File: config.mk
export PLATFORM = sky130hd
export DESIGN_NAME = cmp_arbiter_flat
export DESIGN_NICKNAME = d
export VERILOG_FILES = /design/src/rtl/cmp_arbiter_if.sv /design/src/rtl/cmp_arbiter.sv /design/src/flat_wrapper.sv
export SDC_FILE = /design/constraint.sdc
export NUM_CORES = 1
export LEC_CHECK = 0
export ABC_AREA = 1
export BUFFER_PORTS_ARGS = -buffer_cell sky130_fd_sc_hd__buf_2
export CORE_MARGIN = 2
export CORE_UTILIZATION = 45
export DETAILED_ROUTE_END_ITERATION = 8
export PLACE_DENSITY = 0.78
export SLEW_MARGIN = 20
export SYNTH_ARGS = -nofsm -noshare
export SYNTH_HDL_FRONTEND = slang
export SYNTH_SLANG_ARGS = --single-unit
File: constraint.sdc
create_clock -name clk -period 1.8 [get_ports clk]
set_input_delay 0.27 -clock clk [delete_from_list [all_inputs] [get_ports clk]]
set_output_delay 0.27 -clock clk [all_outputs]
set_load 0.01 [all_outputs]
File: src/rtl/cmp_arbiter_if.sv
// cmp_arbiter_if: request/response handshake bundle between requesters and the shared comparator.
interface cmp_arbiter_if #(
  parameter int NREQ = 4,
  parameter int W = 4
);
  logic [NREQ-1:0] req_valid;
  logic [NREQ-1:0] req_ready;
  logic [NREQ*W-1:0] req_a;
  logic [NREQ*W-1:0] req_b;
  logic rsp_valid;
  logic rsp_ready;
  logic [$clog2(NREQ)-1:0] rsp_id;
  logic rsp_gt;
  logic rsp_eq;
  logic rsp_lt;
  modport master (
    output req_valid, req_a, req_b, rsp_ready,
    input req_ready, rsp_valid, rsp_id, rsp_gt, rsp_eq, rsp_lt
  );
  modport slave (
    input req_valid, req_a, req_b, rsp_ready,
    output req_ready, rsp_valid, rsp_id, rsp_gt, rsp_eq, rsp_lt
  );
endinterface

File: src/rtl/cmp_arbiter.sv
// cmp_arbiter: round-robin sequencer sharing one unsigned magnitude comparator among NREQ requesters.
module cmp_arbiter #(
  parameter int NREQ = 4,
  parameter int W = 4
) (
  input  logic clk,
  input  logic rst_n,
  cmp_arbiter_if.slave bus,
  output logic busy
);
  localparam int IW = $clog2(NREQ);
  typedef enum logic [1:0] {IDLE, CMP, RESP} state_t;
  state_t state, state_nxt;
  logic [IW-1:0] ptr, id_q, gnt_id, idx;
  logic gnt_any;
  logic [W-1:0] a_q, b_q, a_sel, b_sel;
  logic gt_q, eq_q, lt_q;
  // Walk downward so the requester closest to ptr is the last, winning, assignment.
  always_comb begin
    gnt_any = 1'b0;
    gnt_id = '0;
    idx = '0;
    for (int k = NREQ - 1; k >= 0; k--) begin
      idx = IW'((int'(ptr) + k) % NREQ);
      if (bus.req_valid[idx]) begin
        gnt_any = 1'b1;
        gnt_id = idx;
      end
    end
  end
  always_comb begin
    a_sel = '0;
    b_sel = '0;
    for (int i = 0; i < NREQ; i++) begin
      if (gnt_id == IW'(i)) begin
        a_sel = bus.req_a[i*W +: W];
        b_sel = bus.req_b[i*W +: W];
      end
    end
  end
  always_comb begin
    state_nxt = (state == IDLE) ? (gnt_any ? CMP : IDLE) :
                (state == CMP)  ? RESP :
                (bus.rsp_ready ? IDLE : RESP);
  end
  // Gated by rst_n so no grant is advertised while reset holds the block.
  assign bus.req_ready = (rst_n && state == IDLE && gnt_any) ? NREQ'(1) << gnt_id : '0;
  assign bus.rsp_valid = (state == RESP);
  assign bus.rsp_id = id_q;
  assign bus.rsp_gt = gt_q;
  assign bus.rsp_eq = eq_q;
  assign bus.rsp_lt = lt_q;
  assign busy = (state != IDLE);
  always_ff @(posedge clk or negedge rst_n) begin
    if (!rst_n) begin
      state <= IDLE;
      ptr <= '0;
      a_q <= '0;
      b_q <= '0;
      id_q <= '0;
      gt_q <= 1'b0;
      eq_q <= 1'b1;
      lt_q <= 1'b0;
    end else begin
      state <= state_nxt;
      if (state == IDLE && gnt_any) begin
        a_q <= a_sel;
        b_q <= b_sel;
        id_q <= gnt_id;
      end
      if (state == CMP) begin
        gt_q <= a_q > b_q;
        eq_q <= a_q == b_q;
        lt_q <= a_q < b_q;
      end
      if (state == RESP && bus.rsp_ready) ptr <= (id_q == IW'(NREQ - 1)) ? '0 : id_q + 1'b1;
    end
  end
endmodule

File: src/flat_wrapper.sv
// flat-port wrapper written by rule: the top's interface ports become plain ports
module cmp_arbiter_flat 
#(
  parameter int NREQ = 4,
  parameter int W = 4
)
  (clk, rst_n, busy, bus_req_valid, bus_req_a, bus_req_b, bus_rsp_ready, bus_req_ready, bus_rsp_valid, bus_rsp_id, bus_rsp_gt, bus_rsp_eq, bus_rsp_lt);
  cmp_arbiter_if #(.NREQ(NREQ), .W(W)) bus_i ();
  input  logic clk;
  input  logic rst_n;
  output logic busy;
  input wire logic [$bits(bus_i.req_valid)-1:0] bus_req_valid;
  input wire logic [$bits(bus_i.req_a)-1:0] bus_req_a;
  input wire logic [$bits(bus_i.req_b)-1:0] bus_req_b;
  input wire logic [$bits(bus_i.rsp_ready)-1:0] bus_rsp_ready;
  output wire logic [$bits(bus_i.req_ready)-1:0] bus_req_ready;
  output wire logic [$bits(bus_i.rsp_valid)-1:0] bus_rsp_valid;
  output wire logic [$bits(bus_i.rsp_id)-1:0] bus_rsp_id;
  output wire logic [$bits(bus_i.rsp_gt)-1:0] bus_rsp_gt;
  output wire logic [$bits(bus_i.rsp_eq)-1:0] bus_rsp_eq;
  output wire logic [$bits(bus_i.rsp_lt)-1:0] bus_rsp_lt;
  assign bus_i.req_valid = bus_req_valid;
  assign bus_i.req_a = bus_req_a;
  assign bus_i.req_b = bus_req_b;
  assign bus_i.rsp_ready = bus_rsp_ready;
  assign bus_req_ready = bus_i.req_ready;
  assign bus_rsp_valid = bus_i.rsp_valid;
  assign bus_rsp_id = bus_i.rsp_id;
  assign bus_rsp_gt = bus_i.rsp_gt;
  assign bus_rsp_eq = bus_i.rsp_eq;
  assign bus_rsp_lt = bus_i.rsp_lt;
  cmp_arbiter #(.NREQ(NREQ), .W(W)) u_core (.clk(clk), .rst_n(rst_n), .bus(bus_i), .busy(busy));
endmodule
After elaboration in Yosys (flattened, before gate mapping)
Index checks and enable logic that the tools add are counted.
{"block": "totals", "ff_bits": 17, "latch_bits": 0, "ram_bits": 0, "rom_bits": 0, "in_bits": 39, "out_inout_bits": 11, "wordCells": 63, "memories": 0}
{"block": "op_classes", "n_addsub": 4, "mul": 0, "div_mod_pow": 0, "order_cmp": 6, "n_eq_ne": 7, "shift": 1, "muxes": 30, "bitwise_logic": 0, "reduce_logical": 7}
{"cell": "$mux W4", "n": 9}
{"cell": "$mux W2", "n": 8}
{"cell": "$lt A2 B3 Y1 const B", "n": 4}
{"cell": "$mux W1", "n": 9}
{"cell": "$bmux W1 S2", "n": 4}
{"cell": "$eq A2 B2 Y1 const B", "n": 4}
{"cell": "$add A2 B1 Y2 const B", "n": 2}
{"cell": "$add A2 B2 Y2 const B", "n": 2}
{"cell": "$eq A2 B1 Y1 const B", "n": 2}
{"cell": "$eq A4 B4 Y1", "n": 1}
{"cell": "$gt A4 B4 Y1", "n": 1}
{"cell": "$logic_and A1 B1 Y1", "n": 4}
{"cell": "$logic_not A2 Y1", "n": 2}
{"cell": "$lt A4 B4 Y1", "n": 1}
{"cell": "$shl A1 B2 Y4 const A", "n": 1}
{"cell": "$reduce_bool A2 Y1", "n": 1}

Depth between registers and ports, before layout
{"block": "depth", "ltp_word": 12, "depth_mapped": 15, "ltp_nobuf": 14}

Worst setup path before layout
No wires, ideal clock.
{"block": "synth_timing", "path_kind": "register to output", "from": "reg u_core.ptr[0]", "to": "out bus_req_ready[0]", "arrival_time_ns": 1.577, "required_time_ns": 1.530, "setup_slack_ns": -0.047, "stages_incl_launch_ff": 13, "n_path_buf": 1, "cell_sequence": "dfrtp_1 -> inv_2 -> nand2_1 -> nand2_2 -> nand3_1 -> nand2_1 -> inv_2 -> nand3b_4 -> nand2_4 -> inv_2 -> buf_4 -> nand2_2 -> nor3_1"}
{"block": "synth_between", "elab_chain_len": 9, "elab_cells_between_ends": 22}
{"item": "start, declared", "line_no": "cmp_arbiter.sv:14", "rtl": "logic [IW-1:0] ptr, id_q, gnt_id, idx;"}
{"item": "start signal, assigned", "line_no": "cmp_arbiter.sv:76", "rtl": "if (state == RESP && bus.rsp_ready) ptr <= (id_q == IW'(NREQ - 1)) ? '0 : id_q + 1'b1;"}
{"item": "$add A2 B2 Y2", "line_no": "cmp_arbiter.sv:24", "rtl": "idx = IW'((int'(ptr) + k) % NREQ);"}
{"item": "$bmux W1 S2", "line_no": "cmp_arbiter.sv:25", "rtl": "if (bus.req_valid[idx]) begin"}
{"item": "$mux W1 (not written as such)", "line_no": "cmp_arbiter.sv:25"}
{"item": "$mux W2 / $mux W1 (equally long branches) (4 in series)", "line_no": "cmp_arbiter.sv:25"}
{"item": "$shl A1 B2 Y4 / $logic_and A1 B1 Y1 (equally long branches)", "line_no": "cmp_arbiter.sv:47", "rtl": "assign bus.req_ready = (rst_n && state == IDLE && gnt_any) ? NREQ'(1) << gnt_id : '0;"}
{"item": "$mux W4 *", "line_no": "cmp_arbiter.sv:47"}
{"item": "end, declared", "line_no": "flat_wrapper.sv:16", "rtl": "output wire logic [$bits(bus_i.req_ready)-1:0] bus_req_ready;"}
Mark *: on every way between the ends. The rest lies on a longest branch, timed or not. The select of a mux whose other input is x is not followed.

Final worst setup path
{"block": "layout_timing", "from": "reg u_core.ptr[0]", "to": "out bus_req_ready[1]"}
Same word-level chain as after synthesis.

==> qor.csv <==
stage,metric,value,unit
status,status,"complete, but fails checks",
status,failing checks,negative setup slack,
detailed_routing,1st-iter DRT viols,54,
hold_path,Worst Hold Class,input pin to flip-flop,
die,Die Span X,58.3,um
cts,H-tree levels,1,
detailed_routing,DR WL met2,1870,um
die,die area,3390,sq um
sta,count of final setup violators,12,
placement,gpl congestion,0.831,
cts,clock slew at reported path FFs,0.09,ns
setup_path,arrival time worst endpoint,1.86,ns
placement,post-DP HPWL,2560,um
setup_path,Worst setup EP type,output pin,
detailed_routing,Routed Antenna Nets,0,
placement,port bufs,49,
die,core area,2780,sq um
cts,worst skew pair latency,0.29,ns
die,Die Y,58.3,um
detailed_routing,per-cell routed wire length,11.7,um
setup_path,"critical path, cell by cell","clkinv_4, nand2_2, nand2_2, nand3_2, nand3_2, nand2_1, nand2_2, nand2_4, buf_6, nor3_2, buf_2",
detailed_routing,routed length on met3,155,um
detailed_routing,First-pass DRT Iterations,4,
sta,worst setup margin,-0.334,ns
power,Peak supply drop,0.00195,V
power,combinational share of power,0.790,
hold_path,Min-Delay Startpoint,bus_rsp_ready,
hold_path,WHS Endpoint,u_core.state[1]$_DFF_PN0_,
setup_path,r2r endpoint,u_core.b_q[3]$_DFFE_PN0P_,
sta,Rel. slew slack,0.761,
final_layout,antenna cells,0,
global_route,pin count of the biggest net entering global routing,18,
cts,Clock Sink Count,17,
yosys,sequential share of the synthesized area,0.322,
global_route,vias in the first global route,1413,
power,Overall Power,4.47,mW
yosys,post-synth cell types,26,
final_layout,# nets final,310,
setup_path,critical path's largest stage delay,0.48,ns
detailed_routing,routed vias/inst,5.03,
detailed_routing,Vias,1489,
die,FP Rows,19,
final_layout,Reg area,428,sq um
final_layout,multi-input logic area,887,sq um
power,Switch Pwr,2.26,mW
setup_path,CP max FO,7,
yosys,Yosys reg bits,17,
sta,achievable clock frequency,469,MHz
yosys,Post-Syn Area per Cell,6.79,sq um
yosys,Syn Std Cell Area,1330,sq um
sta,final clock skew,0.00911,ns
global_route,initial antenna violation count,0,
die,Ports,50,
global_route,first-pass GRT wire length,5660,um
sta,Tmin final,2.13,ns
detailed_routing,met1 wire length,1430,um
setup_path,"Req. time, crit path",1.53,ns
cts,CTS tree,yes,
power,Clock Power Share,0.044,
power,PwrDens,2320,nW/um^2
sta,Worst-Margin Slew,0.357,ns
sta,"Slew Viols, Final",0,
final_layout,share of post-route cells with drive strength above 1,0.464,
hold_path,hold path depth,2,
power,Static Leak,1.08,nW
sta,WHS,0.166,ns
die,Initial Util,0.476,
setup_path,"Max stage delay cell, worst path",dfrtp_2,
final_layout,# fillers,236,
global_route,GRT Overall Usage,0.214,
cts,CTS buffer count,3,
sta,RSZ-0062 raised after global routing,true,
detailed_routing,drt drc,0,
yosys,Yosys Warn Count,0,
setup_path,r2r setup slk,-0.14,ns
setup_path,worst r2r src,u_core.ptr[0]$_DFFE_PN0P_,
run,max_cap viols,0,
setup_path,Most common cell on crit path,nand2_2,
sta,final hold violations,0,
power,Sequential Power Share,0.167,
cts,Root Driver,clkbuf_4,
cts,Max clock buf depth,2,
yosys,syn nets,239,
yosys,Syn Inst Count,195,
power,Switching Fraction,0.506,
final_layout,Area growth syn-to-layout,45.6,%
detailed_routing,highest metal used,met3,
power,cell internal pwr,2.21,mW
setup_path,Crit Path Class,flip-flop to output pin,
setup_path,Startpoint Class,flip-flop,
detailed_routing,final WL,3450,um
placement,pre-CTS setup slack,-0.0739,ns
sta,final worst-path cycle share,1.19,
setup_path,R2R depth,14,
global_route,GRT overflow,0,
per-layer routing:
layer,track usage,vias up
met3,0.0580,0
met1,0.242,679
met2,0.411,41
met4,0.0166,0
met5,0,-
li1,-,769
power groups by stage:
stage | clock network, mW | registers [mW] | logic (mW)
2_1_floorplan | 0 | 0.734 | 2.11
3_3_place_gp | 0 | 0.725 | 2.78
3_5_place_dp | 0 | 0.741 | 2.83
4_1_cts | 0.203 | 0.741 | 3.10
5_1_grt | 0.215 | 0.767 | 3.93
6_report | 0.196 | 0.744 | 3.53
cell type report:
type / count / area share
multi-input cells: 144 / 0.460
repair buffers: 72 / 0.224
flip-flops and latches: 17 / 0.222
inverters: 28 / 0.0610
well taps: 31 / 0.0201
clock buffers: 4 / 0.0136
through the flow:
stage	cell area [sq um]	TNS (ns)	std cells	utilization
3_5_place_dp	1670	-0.522	285	0.599
6_report	1930	-1.84	296	0.694
2_1_floorplan	1330	-0.142	195	-
5_1_grt	1930	-3.22	296	0.694
4_1_cts	1790	-1.24	294	0.645
3_3_place_gp	1670	-0.00947	285	0.599
worst max-delay path: cells and delay by family, from the launching register on:
kind                   cells  cell delay [ns]
buffers and inverters      3             0.39
flip-flops                 1             0.48
AND/OR/NAND/NOR            8             0.71
layout by cell type (no fill, tap or decap), types with 2 or more instances in the layout:
| cell | count |
|---|---|
| nand2_1 | 47 |
| inv_1 | 20 |
| nor3_2 | 3 |
| nand2_4 | 6 |
| a21oi_1 | 3 |
| nand4_1 | 5 |
| nor2_1 | 14 |
| clkbuf_4 | 3 |
| buf_4 | 19 |
| o21ai_1 | 3 |
| nor2_2 | 2 |
| buf_2 | 49 |
| inv_2 | 4 |
| dfrtp_1 | 15 |
| nand3_2 | 6 |
| buf_6 | 3 |
| nand3_4 | 2 |
| nand3_1 | 20 |
| nor2_4 | 2 |
| o21ai_0 | 4 |
| nand2_2 | 13 |
| ha_1 | 5 |
| o21ai_2 | 3 |
synth_stat cells:
library cell,count,share of area
nand2_4,1,0.0085
nand2_1,58,0.16
a21oi_1,3,0.011
dfstp_2,1,0.020
buf_8,1,0.011
nand3_2,1,0.0076
nand4_1,5,0.024
nand2_2,8,0.038
nand3_1,27,0.10
o21ai_0,6,0.023
nor2_1,16,0.045
nor2_2,2,0.0094
ha_1,5,0.047
buf_6,3,0.025
o31ai_1,1,0.0057
o211ai_1,1,0.0057
o21ai_1,4,0.015
a21oi_4,1,0.012
nand3b_4,1,0.015
clkinv_1,1,0.0028
inv_1,22,0.062
inv_2,5,0.014
dfrtp_1,16,0.30
nand3b_1,1,0.0057
nor3_1,3,0.011
buf_4,2,0.011
state kept, by name (all words and copies together) (netlist names):
signal / count
u_core.a_q: 4
u_core.b_q: 4
u_core.bus.rsp_eq: 1
u_core.bus.rsp_gt: 1
u_core.bus.rsp_id: 2
u_core.bus.rsp_lt: 1
u_core.ptr: 2
u_core.state: 2
cell families after synthesis:
logic type | after synthesis | synth area share
AO/OA/AOI/OAI | 16 | 0.0727
flip-flops | 17 | 0.322
AND/OR/NAND/NOR | 123 | 0.431
adder cells (fa/ha/maj) | 5 | 0.0472
buffers and inverters | 34 | 0.127
worst max path at each step:
stage,slack (ns),cells past startpoint,from,endpoint
after floorplan,-0.05,12,u_core.ptr[0]$_DFFE_PN0P_,bus_req_ready[0]
after CTS,-0.30,12,u_core.ptr[0]$_DFFE_PN0P_,bus_req_ready[3]
after global placement,-0.005,10,u_core.ptr[0]$_DFFE_PN0P_,bus_req_ready[3]
after detailed placement,-0.07,10,u_core.ptr[0]$_DFFE_PN0P_,bus_req_ready[3]
after global routing,-0.42,11,u_core.ptr[0]$_DFFE_PN0P_,bus_req_ready[2]
final,-0.33,11,u_core.ptr[0]$_DFFE_PN0P_,bus_req_ready[1]
what timing repair did:
item | in CTS | in global routing
pin swaps | 2 | 8
setup endpoints to repair | 11 | 12
buffers inserted | 4 | 2
hold endpoints to repair | 16 | 0
hold buffers | 1 | 0
resized for setup | 17 | 33
Power figures use the tool's default switching activity.
